**src/rtl/imem_loadable.sv**
```systemverilog
// Loadable instruction memory: clear-to-NOP, valid/ready program load, registered fetch.
// Optional per-word even parity when IMEM_PARITY_EN is defined.
//
// Ports:
//   clk, rst          rising-edge clock, synchronous active-high reset
//   force_par_flip    (IMEM_PARITY_EN only) invert parity of the next load write
//   load_start        pulse in RUN: back to LOAD, contents kept
//   load_valid        loader write request (accepted every edge in LOAD)
//   load_ready        high only in LOAD
//   load_addr         loader word index
//   load_data         loader word
//   load_done         pulse: leave LOAD for RUN
//   load_err          sticky: an accepted write had an out-of-range index
//   fetch_req         fetch request (honoured only in RUN)
//   fetch_addr        byte address from the PC
//   fetch_valid       one-cycle response strobe
//   instruction_out   fetched word, held between responses
//   fetch_fault       current response is faulted
//   fault_cause       01 misaligned, 10 out of range, 11 parity, 00 none
//   mem_ready         high in RUN
module imem_loadable #(
  parameter int              XLEN     = 32,
  parameter int              DEPTH    = 64,
  parameter logic [XLEN-1:0] NOP_WORD = XLEN'(32'h00000013)
) (
  input  logic             clk,
  input  logic             rst,
`ifdef IMEM_PARITY_EN
  input  logic             force_par_flip,
`endif
  input  logic             load_start,
  input  logic             load_valid,
  output logic             load_ready,
  input  logic [$clog2(DEPTH)-1:0] load_addr,
  input  logic [XLEN-1:0]  load_data,
  input  logic             load_done,
  output logic             load_err,
  input  logic             fetch_req,
  input  logic [31:0]      fetch_addr,
  output logic             fetch_valid,
  output logic [XLEN-1:0]  instruction_out,
  output logic             fetch_fault,
  output logic [1:0]       fault_cause,
  output logic             mem_ready
);

  localparam int AW = $clog2(DEPTH);

  localparam logic [1:0] S_CLEAR = 2'd0;
  localparam logic [1:0] S_LOAD  = 2'd1;
  localparam logic [1:0] S_RUN   = 2'd2;

  localparam logic [1:0] C_NONE = 2'b00;
  localparam logic [1:0] C_MIS  = 2'b01;
  localparam logic [1:0] C_OOR  = 2'b10;
  localparam logic [1:0] C_PAR  = 2'b11;

  // ------------------------------------------------------------
  // State
  // ------------------------------------------------------------
  logic [1:0]      r_state;
  logic [1:0]      w_state_nxt;
  logic [AW-1:0]   r_clr_cnt;
  logic            r_load_err;
  logic            r_fetch_valid;
  logic            r_fetch_fault;
  logic [1:0]      r_fault_cause;
  logic [XLEN-1:0] r_instr;

  logic [XLEN-1:0] r_mem [DEPTH];

  logic w_in_clear;
  logic w_in_load;
  logic w_in_run;

  assign w_in_clear = (r_state == S_CLEAR);
  assign w_in_load  = (r_state == S_LOAD);
  assign w_in_run   = (r_state == S_RUN);

  // ------------------------------------------------------------
  // Write port: clear sweep or loader, never both
  // ------------------------------------------------------------
  logic            w_clr_last;
  logic            w_load_oob;
  logic            w_load_wr;
  logic            w_mem_we;
  logic [AW-1:0]   w_mem_waddr;
  logic [XLEN-1:0] w_mem_wdata;

  assign w_clr_last = (r_clr_cnt == AW'(DEPTH - 1));

  // Unreachable with an AW-wide index; kept so a widened
  // loader address still drops stray writes safely.
  assign w_load_oob = (32'(load_addr) >= 32'(DEPTH));

  assign w_load_wr  = w_in_load & load_valid & ~w_load_oob;

  // Gated by rst so a reset landing mid-load cannot commit a write.
  assign w_mem_we    = ~rst & (w_in_clear | w_load_wr);
  assign w_mem_waddr = w_in_clear ? r_clr_cnt : load_addr;
  assign w_mem_wdata = w_in_clear ? NOP_WORD  : load_data;

  always_ff @(posedge clk) begin
    if (w_mem_we) begin
      r_mem[w_mem_waddr] <= w_mem_wdata;
    end
  end

  // ------------------------------------------------------------
  // Optional parity storage
  // ------------------------------------------------------------
  logic w_f_par_bad;

`ifdef IMEM_PARITY_EN
  logic r_par [DEPTH];
  logic r_flip_pend;
  logic w_flip;
  logic w_wr_par;

  // A flip request waits for the next accepted load write.
  assign w_flip   = force_par_flip | r_flip_pend;
  assign w_wr_par = (^w_mem_wdata) ^ (w_load_wr & w_flip);

  always_ff @(posedge clk) begin
    if (w_mem_we) begin
      r_par[w_mem_waddr] <= w_wr_par;
    end
  end

  always_ff @(posedge clk) begin
    if (rst) begin
      r_flip_pend <= 1'b0;
    end else if (w_load_wr) begin
      r_flip_pend <= 1'b0;
    end else if (force_par_flip) begin
      r_flip_pend <= 1'b1;
    end
  end
`endif

  // ------------------------------------------------------------
  // Fetch decode
  // ------------------------------------------------------------
  logic [AW-1:0]   w_f_idx;
  logic            w_f_mis;
  logic            w_f_oor;
  logic [XLEN-1:0] w_f_rdata;
  logic [1:0]      w_f_cause;
  logic            w_f_fault;
  logic            w_f_fire;

  assign w_f_idx   = fetch_addr[AW+1:2];
  assign w_f_mis   = |fetch_addr[1:0];
  assign w_f_oor   = |fetch_addr[31:AW+2];
  assign w_f_rdata = r_mem[w_f_idx];

`ifdef IMEM_PARITY_EN
  assign w_f_par_bad = (^w_f_rdata) != r_par[w_f_idx];
`else
  assign w_f_par_bad = 1'b0;
`endif

  // Alignment beats range beats parity.
  always_comb begin
    w_f_cause = C_NONE;
    if (w_f_mis) begin
      w_f_cause = C_MIS;
    end else if (w_f_oor) begin
      w_f_cause = C_OOR;
    end else if (w_f_par_bad) begin
      w_f_cause = C_PAR;
    end
  end

  assign w_f_fault = (w_f_cause != C_NONE);
  assign w_f_fire  = w_in_run & fetch_req;

  // ------------------------------------------------------------
  // Next state
  // ------------------------------------------------------------
  always_comb begin
    w_state_nxt = r_state;
    unique case (r_state)
      S_CLEAR: if (w_clr_last) w_state_nxt = S_LOAD;
      S_LOAD:  if (load_done)  w_state_nxt = S_RUN;
      S_RUN:   if (load_start) w_state_nxt = S_LOAD;
      default: w_state_nxt = S_CLEAR;
    endcase
  end

  // ------------------------------------------------------------
  // Control and response registers
  // ------------------------------------------------------------
  always_ff @(posedge clk) begin
    if (rst) begin
      r_state       <= S_CLEAR;
      r_clr_cnt     <= '0;
      r_load_err    <= 1'b0;
      r_fetch_valid <= 1'b0;
      r_fetch_fault <= 1'b0;
      r_fault_cause <= C_NONE;
      r_instr       <= '0;
    end else begin
      r_state <= w_state_nxt;

      if (w_in_clear) begin
        r_clr_cnt <= r_clr_cnt + AW'(1);
      end

      if (w_in_load & load_valid & w_load_oob) begin
        r_load_err <= 1'b1;
      end

      // The response registers only carry meaning while
      // fetch_valid is high; instruction_out holds otherwise.
      if (w_f_fire) begin
        r_fetch_valid <= 1'b1;
        r_fetch_fault <= w_f_fault;
        r_fault_cause <= w_f_cause;
        r_instr       <= w_f_fault ? NOP_WORD : w_f_rdata;
      end else begin
        r_fetch_valid <= 1'b0;
        r_fetch_fault <= 1'b0;
        r_fault_cause <= C_NONE;
      end
    end
  end

  // ------------------------------------------------------------
  // Outputs
  // ------------------------------------------------------------
  assign load_ready      = w_in_load;
  assign mem_ready       = w_in_run;
  assign load_err        = r_load_err;
  assign fetch_valid     = r_fetch_valid;
  assign fetch_fault     = r_fetch_fault;
  assign fault_cause     = r_fault_cause;
  assign instruction_out = r_instr;

endmodule

```
**config.mk**
```make
export PLATFORM = sky130hd
export DESIGN_NAME = imem_loadable
export DESIGN_NICKNAME = d
export VERILOG_FILES = /design/src/rtl/imem_loadable.sv
export SDC_FILE = /design/constraint.sdc
export NUM_CORES = 2
export LEC_CHECK = 0
export CELL_PAD_IN_SITES_DETAIL_PLACEMENT = 0
export CELL_PAD_IN_SITES_GLOBAL_PLACEMENT = 2
export CORE_MARGIN = 5
export CORE_UTILIZATION = 55
export DETAILED_ROUTE_END_ITERATION = 7
export DONT_BUFFER_PORTS = 1
export GPL_ROUTABILITY_DRIVEN = 0
export PLACE_DENSITY_LB_ADDON = 0.1
export SYNTH_ARGS = -nofsm -noshare
export SYNTH_HDL_FRONTEND = slang
export SYNTH_SLANG_ARGS = --single-unit
```
**constraint.sdc**
```tcl
create_clock -name clk -period 8 [get_ports clk]
set_input_delay 0.8 -clock clk [delete_from_list [all_inputs] [get_ports clk]]
set_output_delay 0.8 -clock clk [all_outputs]
set_load 0.1 [all_outputs]
```
==> results.sh <==
export IMPL_final_design_area_no_fill_mm2=0.0894
export IMPL_clk_latency_ns=0.84
export IMPL_layout_nets=3932
export IMPL_postSynthCellCount=3762
export IMPL_syn_avg_cell_area_um2=21.4
export IMPL_max_stage_delay_ns=1.12
export IMPL_synth_ff_type="edfxtp_1"
export IMPL_die_w_um=393
export IMPL_track_usage_pct=28.6
export IMPL_worst_slew_pin_slew_ns=2.28
export IMPL_worstPathMaxFanout=46
export IMPL_ir_drop_mv=0.186
export IMPL_vias_per_cell=6.67
export IMPL_cpMaxStageDelayCell="nor2_4"
export IMPL_final_setup_skew_ns=0.0314
export IMPL_rrSetupSlack_ns=3.41
export IMPL_worstSetupPathType="reg2reg"
export IMPL_instances_no_fill=5943
export IMPL_seq_area_frac_synth_pct=77.4
export IMPL_synth_area_mm2=0.0806
export IMPL_slew_headroom_pct=-51.9
export IMPL_hold_viol=0
export IMPL_core_area_mm2=0.146
export IMPL_period_needed_ns=4.59
export IMPL_hp_class="in2reg"
export IMPL_maxCapViolCount=0
export IMPL_grt_pass1_vias=39025
export IMPL_hold_slack_ns=0.0651
export IMPL_start_util_pct=55.3
export IMPL_path_cells="or2_2, mux2i_1, nand2_1, nor2_4"
export IMPL_wl_per_cell_um=36.6
export IMPL_violations="slew limit"
export IMPL_dr_pass1_iters=5
export IMPL_ys_types=61
export IMPL_area_growth_pct=10.9
export IMPL_yosysWarningCount=0
export IMPL_cellLeakagePower_nw=32.6
export IMPL_p_per_area_mw_per_mm2=241
export IMPL_period_share_pct=57.4
export IMPL_dpl_worst_slack_ns=3.44
export IMPL_sw_frac_of_total_pct=19.5
export IMPL_endpoint_kind="register"
export IMPL_clock_sinks=2092
export IMPL_cts_tree="done"
export IMPL_clockBufferDepth=3
export IMPL_drtIter0Drc=5178
export IMPL_post_route_drc_count=0
export IMPL_critical_path_required_ns=8.42
export IMPL_syn_num_nets=3839
export IMPL_rsz0062_at_grt="no"
export IMPL_max_freq_mhz=218
export IMPL_tns_ns=0
export IMPL_critPathLaunchType="register"
export IMPL_clkTransAtPathRegs_ns=0.06
export IMPL_setup_violations=0
export IMPL_post_route_util_pct=61.4
export IMPL_setup_ws_ns=3.41
export IMPL_cts_hold_buf=2
export IMPL_grt_max_degree=629
export IMPL_globalRoute_totalOverflow=0
export IMPL_post_dp_hpwl_mm=122
export IMPL_synthArstFlopShare_pct=0
export IMPL_cts_root_buffer="clkbuf_16"
export IMPL_cts_buffers=205
export IMPL_cts_setup_buffers=0
export IMPL_p_comb_share_pct=2.1
export IMPL_finalMaxSlewViolations=338
export IMPL_synth_edf_count=2048
export IMPL_dieArea_mm2=0.154
export IMPL_layout_drive_gt1_share_pct=22.7
export IMPL_final_antenna_net_count=0
export IMPL_port_buffers=0
export IMPL_grt_antenna_before_repair=19
export IMPL_seq_power_share_pct=55.2
export IMPL_fp_dieH_um=393
export IMPL_cts_max_level=4
export IMPL_place_inst=5563
export IMPL_fp_row_count=140
export IMPL_placed_area_mm2=0.0829
export IMPL_status="complete, but fails checks"
export IMPL_finalWirelength_mm=217
export IMPL_total_power_mw=21.5
export IMPL_postSynthRegisterBits=2092
export IMPL_via_count=39641
export IMPL_power_internal_mw=17.3
export IMPL_clkPwrFrac_pct=42.7
export IMPL_grt_pass1_wl_mm=305
export IMPL_ios=115
export IMPL_crit_arrival_ns=5.01
export IMPL_switchingPower_mw=4.20
export IMPL_cts_resized=0
==> worst max-delay path, delay by kind of cell, from the launching register on <==
| family | cells | cell delay, ns |
|---|---|---|
| and+or+nand+nor | 3 | 2.70 |
| DFF | 1 | 0.54 |
| muxes | 1 | 0.86 |
==> power by group through the flow <==
stage,combinational [mW],clock (mW),sequential (mW)
after floorplan,0.431,0,12.1
after global placement,0.425,0,12.1
after detailed placement,0.426,0,12.1
after CTS,0.428,9.33,11.9
after global routing,0.447,9.80,11.9
final,0.443,9.20,11.9
==> cell usage in the layout (no fill, tap or decap), types with 14 or more instances in the layout <==
cell       instances
nor2_1            49
and2_2            19
o22ai_1           47
nand2_1          127
o221ai_1          83
clkinv_1          47
clkinv_2          28
a21oi_1           76
clkbuf_16        213
clkbuf_1          55
o21ai_0           17
mux2i_1          257
o21ai_1           23
a31oi_1           14
a221oi_1          17
a22oi_1           21
mux4_2           434
dfxtp_1           44
nor2_4            65
edfxtp_1        2048
buf_4             89
nand3_1           21
==> metal layers <==
layer | GRT usage, % | wire length (um)
met5 | 0 | 0
met4 | 7.53 | 6220
met1 | 41.8 | 86000
met3 | 5.98 | 21000
met2 | 44.8 | 104000
==> flip-flops by register name, summed over array words and instances (netlist names) <==
name / cells
instruction_out: 32
fault_cause: 2
r_mem: 2048
r_state: 2
fetch_valid: 1
fetch_fault: 1
r_clr_cnt: 6
==> cell usage after synthesis (all sizes together), types with 8 or more instances <==
library cell | n | area, um2
nor4 | 10 | 68.8
o21ai | 40 | 200
o221ai | 83 | 727
clkbuf | 82 | 308
a211oi | 8 | 60.1
edfxtp | 2048 | 61500
nand2 | 128 | 480
mux2i | 257 | 2570
mux2 | 9 | 101
o22ai | 47 | 294
nor2b | 11 | 68.8
nand2b | 13 | 81.3
or3 | 11 | 68.8
buf | 123 | 960
nor2 | 114 | 428
o211ai | 10 | 75.1
inv | 8 | 30.0
a32o | 12 | 120
a22oi | 21 | 158
dfxtp | 44 | 881
and2 | 38 | 238
o31ai | 10 | 75.1
nand3 | 21 | 105
a31oi | 14 | 87.6
mux4 | 434 | 9770
a21oi | 76 | 380
a221oi | 17 | 149
==> worst paths after layout <==
| path | depth (start not counted) | end | start |
|---|---|---|---|
| setup reg to reg | 4 | r_mem[29][24] | r_state[0] |
| hold reg to reg | 1 | instruction_out[20] | instruction_out[20] |
| setup / recovery | 4 | r_mem[29][24] | r_state[0] |
| hold / removal | 1 | instruction_out[1] | rst |
==> kinds of logic (layout without fill, tap and decap cells) <==
| group | Yosys count | after routing | share of synthesized area [%] |
|---|---|---|---|
| DFF | 2092 | 2092 | 77.4 |
| muxes | 700 | 700 | 15.5 |
| and+or+nand+nor | 376 | 376 | 2.16 |
| AOI/OAI and AO/OA | 375 | 375 | 3.29 |
| buffers and inverters | 213 | 470 | 1.61 |
| xor gates and xnor gates | 4 | 4 | 0.0435 |
| adders and majority gates | 1 | 1 | 0.0155 |
| other | 1 | 8 | 0.00465 |
==> layout make-up <==
class | count | area (um2)
antenna | 7 | 17.5
clock buffer | 274 | 5620
clock inverter | 97 | 757
fill | 9965 | 56200
inverter | 8 | 32.5
multi-input combinational | 1457 | 17500
sequential | 2092 | 62400
tap | 1917 | 2400
timing repair buffer | 91 | 688
Power figures use the tool's default switching activity.
